--- src/rtl/mem_port_arbiter.sv ---
// Word-level arbiter/sequencer that shares the byte-serial RAM engine between
// fetch, load and store requesters (store > load > fetch, with fetch anti-starvation).
module mem_port_arbiter #(
    parameter int STARVE_LIMIT = 4,
    parameter int IO_GAP       = 2
) (
    input  logic        clk,
    input  logic        rst,
    input  logic        rdy,
    input  logic        in_xbp,
    input  logic        in_uart_full,
    input  logic        in_fetch_req,
    input  logic [31:0] in_fetch_addr,
    input  logic        in_ld_req,
    input  logic [31:0] in_ld_addr,
    input  logic [2:0]  in_ld_size,
    input  logic        in_ld_sign,
    input  logic        in_st_req,
    input  logic [31:0] in_st_addr,
    input  logic [2:0]  in_st_size,
    input  logic [31:0] in_st_data,
    output logic        out_fetch_done,
    output logic        out_ld_done,
    output logic        out_st_done,
    output logic [31:0] out_rdata,
    output logic        out_eng_valid,
    output logic        out_eng_write,
    output logic [31:0] out_eng_addr,
    output logic [2:0]  out_eng_size,
    output logic        out_eng_sign,
    output logic [31:0] out_eng_wdata,
    input  logic        in_eng_done,
    input  logic [31:0] in_eng_rdata
);
    typedef enum logic [1:0] {IDLE, IO_HOLD, BUSY, DRAIN} state_t;
    typedef enum logic [1:0] {K_FETCH, K_LOAD, K_STORE} kind_t;

    localparam int SW = $clog2(STARVE_LIMIT + 2);
    localparam int GW = $clog2(IO_GAP + 2);

    function automatic logic [2:0] norm_size(input logic [2:0] sz);
        case (sz)
            3'd1:    return 3'd1;
            3'd2:    return 3'd2;
            default: return 3'd4;
        endcase
    endfunction

    function automatic logic is_io(input logic [1:0] seg);
        return seg == 2'b11;
    endfunction

    state_t        state_q, state_d;
    kind_t         kind_q, kind_d;
    logic          io_q, io_d;
    logic [SW-1:0] starve_q, starve_d;
    logic [GW-1:0] gap_q, gap_d;
    logic          eng_valid_q, eng_valid_d;
    logic          eng_write_q, eng_write_d;
    logic [31:0]   eng_addr_q, eng_addr_d;
    logic [2:0]    eng_size_q, eng_size_d;
    logic          eng_sign_q, eng_sign_d;
    logic [31:0]   eng_wdata_q, eng_wdata_d;
    logic          fetch_done_q, fetch_done_d;
    logic          ld_done_q, ld_done_d;
    logic          st_done_q, st_done_d;
    logic [31:0]   rdata_q, rdata_d;

    logic fetch_ok, ld_ok, st_ok, any_done;
    logic win_fetch, win_ld, win_st;

    always_comb begin
        state_d      = state_q;
        kind_d       = kind_q;
        io_d         = io_q;
        starve_d     = starve_q;
        gap_d        = gap_q;
        eng_valid_d  = 1'b0;
        eng_write_d  = eng_write_q;
        eng_addr_d   = eng_addr_q;
        eng_size_d   = eng_size_q;
        eng_sign_d   = eng_sign_q;
        eng_wdata_d  = eng_wdata_q;
        fetch_done_d = 1'b0;
        ld_done_d    = 1'b0;
        st_done_d    = 1'b0;
        rdata_d      = rdata_q;
        win_fetch    = 1'b0;
        win_ld       = 1'b0;
        win_st       = 1'b0;

        // Requests are still high while their done pulse is out; granting then would repeat them.
        any_done = fetch_done_q | ld_done_q | st_done_q;
        fetch_ok = in_fetch_req & ~in_xbp;
        ld_ok    = in_ld_req & ~in_xbp;
        st_ok    = in_st_req;

        if (gap_q != '0) gap_d = gap_q - 1'b1;

        case (state_q)
            IDLE: begin
                if (!any_done) begin
                    if (fetch_ok && starve_q >= SW'(STARVE_LIMIT)) win_fetch = 1'b1;
                    else if (st_ok)                                win_st    = 1'b1;
                    else if (ld_ok)                                win_ld    = 1'b1;
                    else if (fetch_ok)                             win_fetch = 1'b1;
                end
                if (win_st) begin
                    kind_d      = K_STORE;
                    io_d        = is_io(in_st_addr[17:16]);
                    eng_write_d = 1'b1;
                    eng_addr_d  = in_st_addr;
                    eng_size_d  = norm_size(in_st_size);
                    eng_sign_d  = 1'b0;
                    eng_wdata_d = in_st_data;
                    if (is_io(in_st_addr[17:16]) && (in_uart_full || gap_q != '0)) begin
                        state_d = IO_HOLD;
                    end else begin
                        state_d     = BUSY;
                        eng_valid_d = 1'b1;
                    end
                end else if (win_ld) begin
                    kind_d      = K_LOAD;
                    io_d        = 1'b0;
                    eng_write_d = 1'b0;
                    eng_addr_d  = in_ld_addr;
                    eng_size_d  = norm_size(in_ld_size);
                    eng_sign_d  = in_ld_sign;
                    eng_wdata_d = '0;
                    state_d     = BUSY;
                    eng_valid_d = 1'b1;
                end else if (win_fetch) begin
                    kind_d      = K_FETCH;
                    io_d        = 1'b0;
                    eng_write_d = 1'b0;
                    eng_addr_d  = in_fetch_addr;
                    eng_size_d  = 3'd4;
                    eng_sign_d  = 1'b0;
                    eng_wdata_d = '0;
                    state_d     = BUSY;
                    eng_valid_d = 1'b1;
                end
            end
            IO_HOLD: begin
                if (!in_uart_full && gap_q == '0) begin
                    state_d     = BUSY;
                    eng_valid_d = 1'b1;
                end
            end
            BUSY: begin
                if (kind_q == K_STORE) begin
                    if (in_eng_done) begin
                        st_done_d = 1'b1;
                        state_d   = IDLE;
                        if (io_q) gap_d = GW'(IO_GAP);
                    end
                end else if (in_xbp) begin
                    state_d = in_eng_done ? IDLE : DRAIN;
                end else if (in_eng_done) begin
                    state_d = IDLE;
                    rdata_d = in_eng_rdata;
                    if (kind_q == K_FETCH) fetch_done_d = 1'b1;
                    else                   ld_done_d    = 1'b1;
                end
            end
            DRAIN: begin
                if (in_eng_done) state_d = IDLE;
            end
            default: state_d = IDLE;
        endcase

        if (in_xbp || !in_fetch_req || win_fetch)
            starve_d = '0;
        else if ((win_st || win_ld) && starve_q < SW'(STARVE_LIMIT))
            starve_d = starve_q + 1'b1;
    end

    always_ff @(posedge clk) begin
        if (!rst) begin
            state_q      <= IDLE;
            kind_q       <= K_FETCH;
            io_q         <= 1'b0;
            starve_q     <= '0;
            gap_q        <= '0;
            eng_valid_q  <= 1'b0;
            eng_write_q  <= 1'b0;
            eng_addr_q   <= '0;
            eng_size_q   <= '0;
            eng_sign_q   <= 1'b0;
            eng_wdata_q  <= '0;
            fetch_done_q <= 1'b0;
            ld_done_q    <= 1'b0;
            st_done_q    <= 1'b0;
            rdata_q      <= '0;
        end else if (rdy) begin
            state_q      <= state_d;
            kind_q       <= kind_d;
            io_q         <= io_d;
            starve_q     <= starve_d;
            gap_q        <= gap_d;
            eng_valid_q  <= eng_valid_d;
            eng_write_q  <= eng_write_d;
            eng_addr_q   <= eng_addr_d;
            eng_size_q   <= eng_size_d;
            eng_sign_q   <= eng_sign_d;
            eng_wdata_q  <= eng_wdata_d;
            fetch_done_q <= fetch_done_d;
            ld_done_q    <= ld_done_d;
            st_done_q    <= st_done_d;
            rdata_q      <= rdata_d;
        end
    end

    assign out_fetch_done = fetch_done_q;
    assign out_ld_done    = ld_done_q;
    assign out_st_done    = st_done_q;
    assign out_rdata      = rdata_q;
    assign out_eng_valid  = eng_valid_q;
    assign out_eng_write  = eng_write_q;
    assign out_eng_addr   = eng_addr_q;
    assign out_eng_size   = eng_size_q;
    assign out_eng_sign   = eng_sign_q;
    assign out_eng_wdata  = eng_wdata_q;

endmodule

--- config.mk ---
export PLATFORM = sky130hd
export DESIGN_NAME = mem_port_arbiter
export DESIGN_NICKNAME = d
export VERILOG_FILES = /design/src/rtl/mem_port_arbiter.sv
export SDC_FILE = /design/constraint.sdc
export NUM_CORES = 1
export LEC_CHECK = 0
export ABC_AREA = 1
export BUFFER_PORTS_ARGS = -buffer_cell sky130_fd_sc_hd__buf_2
export CORE_UTILIZATION = 41
export CTS_BUF_LIST = sky130_fd_sc_hd__clkbuf_8
export DETAILED_ROUTE_END_ITERATION = 12
export HOLD_SLACK_MARGIN = 0.05
export PLACE_DENSITY = 0.78
export SLEW_MARGIN = 30
export SYNTH_ARGS = -nofsm -noshare
export SYNTH_HDL_FRONTEND = slang
export SYNTH_SLANG_ARGS = --single-unit
--- constraint.sdc ---
create_clock -name clk -period 1.5 [get_ports clk]
set_clock_uncertainty 0.05 [all_clocks]
set_input_delay 0.3 -clock clk [delete_from_list [all_inputs] [get_ports clk]]
set_output_delay 0.3 -clock clk [all_outputs]
set_load 0.02 [all_outputs]
==> reports/metrics.cfg <==
[sta]
fmax_mhz = 613
finalMaxSlewViolations = 0
worst_pin_slew_ns = 0.353
finalHoldViolCount = 0
setup-violations-final = 76
max_slew_margin = 0.763
rsz0062_at_grt = yes
fin_ws_ns = -0.131
min_period_ns = 1.63
post-route-period-util = 1.09

[place]
dp.cells = 1125
place_hpwl_microns = 11900
place_congestion = 0.917
port_buffers = 280

[grt]
antenna_found_initial = 0
busiest_layer = met2
met3_usage = 0.0891
track_usage = 0.281
grt_pass1_wl_microns = 28000
grt_pass1_vias = 5841
met2_usage = 0.458
grt-ovfl-total = 0
grt_use_met1 = 0.331
grt_max_degree = 67

[synthesis]
syn_inst = 700
ys_async_sr_fraction = 0
syn_area_sq_um = 5000
synth-edff-count = 0
syn_nets = 877
synth_seq_area_share = 0.456
yosys_warnings = 0
ys_ff_latch = 114
synth_ff_type = dfxtp_1
syn_area_per_cell_sq_um = 7.14
synth_cell_types = 29

[clock_tree]
clkLatencyLatePin_ns = 0.44
cts_sinks = 114
cts_tree = yes
htree_levels = 4
numCtsBuffers = 17
cts_root_buffer = clkbuf_8
clockBufferDepth = 2
clkTransAtPathRegs_ns = 0.07

[worst_setup_path]
critPathRequiredTime_ns = 1.82
arrival_ns = 1.96
reg2reg_to = out_eng_wdata[20]$_SDFFE_PN0P_
critPathMaxFanout = 6
r2r-start = out_st_done$_SDFFE_PN0P_
reg2reg_depth = 10
critical_path_class = register to register
reg2reg_slack_ns = -0.13
critPathCaptureType = register
startpoint_type = register

[route]
wl_per_cell_microns = 15.6
firstDrtPassIters = 5
via_per_inst = 5.29
first_iter_violations = 578
vias = 6307
drc = 0
wirelength_microns = 18600
antenna_left = 0

[floorplan]
core_sq_um = 11700
core.rowCount = 39
ios = 281
die_h_microns = 112
dieWidth_microns = 112
start_util = 0.429
dieArea_sq_um = 12600

[hold_path]
min_path_type = input pin to register
hold_path.startpoint = in_eng_rdata[18]
hold_depth = 3
hold_end = out_rdata[18]$_SDFFE_PN0P_

[power]
cellPowerDensity_nw_per_um2 = 1020
max-vdd-ir-drop_v = 0.000500
p_leak_nw = 3.87
total_power_mw = 8.24

[final_layout]
drive_above_1_share = 0.436
mostFrequentLayoutCells = buf_2 (280), nand2_1 (200), dfxtp_1 (107), a21oi_1 (89), nand3_1 (52)
final_cells = 1192
syn_to_final_growth_pct = 62.3
diodes = 0
nets = 1213
final_common_cell = buf_2

[outcome]
status = complete, but fails checks
violations = setup timing

[job]
drv_cap = 0

timing repair:
action | in CTS | in global routing
gates resized for setup | 49 | 51
setup buffers | 7 | 6
endpoints found under the hold margin | 10 | 2
endpoints found under the setup margin | 74 | 114
gates cloned | 4 | 6
hold buffers | 10 | 2
pin swaps | 14 | 24
per-stage QoR:
stage          TNS (ns)   util  hold slack (ns)  instance area [sq um]  setup slack [ns]
6_report          -6.81  0.696           0.0660                   8120            -0.131
5_1_grt          -14.11  0.696           0.0502                   8120            -0.236
4_1_cts           -6.30  0.666           0.0504                   7760            -0.113
3_5_place_dp      -9.52  0.594            0.398                   6930            -0.203
3_3_place_gp      -6.91  0.594            0.395                   6930            -0.177
2_1_floorplan         0      -            0.373                   5020           0.00567
final cells by class:
type                    instances  area [sq um]
multi-input cells             520          2640
flip-flops and latches        114          2290
repair buffers                368          2490
inverters                      15          58.8
well taps                     143           179
fillers                       935          3540
clock buffers                  19           262
clock inverters                13           190
critical path, stage by stage (launching register included):
cell     delay (ns)
dfxtp_2        0.33
nor2_2         0.11
nand2_2        0.08
a21oi_2        0.15
o21ai_4        0.08
buf_4          0.17
nand2_8        0.09
buf_12         0.13
buf_4          0.12
nand4_1        0.11
a21oi_2        0.14
synth_stat cells (3+ instances only):
| cell type | instances | share of area |
|---|---|---|
| nor2_2 | 3 | 0.0038 |
| o21ai_0 | 24 | 0.024 |
| buf_4 | 8 | 0.012 |
| buf_2 | 14 | 0.014 |
| dfxtp_1 | 114 | 0.46 |
| a22oi_1 | 18 | 0.027 |
| clkbuf_1 | 26 | 0.020 |
| inv_1 | 12 | 0.0090 |
| nand3_1 | 59 | 0.059 |
| nor2_1 | 54 | 0.041 |
| nand2_1 | 216 | 0.16 |
| a21oi_1 | 96 | 0.096 |
| nand4_1 | 35 | 0.044 |
registers in the layout, indices dropped and copies added (netlist names):
name	cells
out_eng_addr	32
out_eng_wdata	32
out_rdata	32
out_eng_size	3
starve_q	3
gap_q	2
kind_q	2
state_q	2
io_q	1
out_eng_sign	1
out_eng_valid	1
out_fetch_done	1
out_ld_done	1
out_st_done	1
how the worst max path moves through the flow:
stage | to | slack [ns] | startpoint | depth (start not counted)
final | out_eng_wdata[20]$_SDFFE_PN0P_ | -0.13 | out_st_done$_SDFFE_PN0P_ | 10
after global routing | out_eng_size[2]$_SDFFE_PN0P_ | -0.24 | out_ld_done$_SDFFE_PN0P_ | 12
after CTS | out_eng_addr[15]$_SDFFE_PN0P_ | -0.11 | out_fetch_done$_SDFFE_PN0P_ | 10
after detailed placement | out_eng_addr[15]$_SDFFE_PN0P_ | -0.20 | in_xbp | 12
after global placement | out_eng_size[2]$_SDFFE_PN0P_ | -0.18 | in_xbp | 13
after floorplan | out_eng_addr[10]$_SDFFE_PN0P_ | 0.006 | out_st_done$_SDFFE_PN0P_ | 9
cells by family after synthesis:
group           synth area share
flops                      0.456
simple gates               0.321
compound gates             0.158
buf+inv                   0.0620
fa+ha+maj                0.00250
report_power, final:
part           internal (mW)  total, mW  switching [mW]
registers               3.16       3.24          0.0793
logic                  0.785       1.72           0.939
clock network           2.04       3.28            1.24
total                   5.98       8.24            2.26
routing by layer:
metal,up-vias,part of all wire,routed length (microns)
met2,347,0.47,8700
met1,2836,0.40,7450
met5,-,0,0
li1,3041,-,-
met3,83,0.081,1520
met4,0,0.050,939
(Power assumes the default switching activity.)
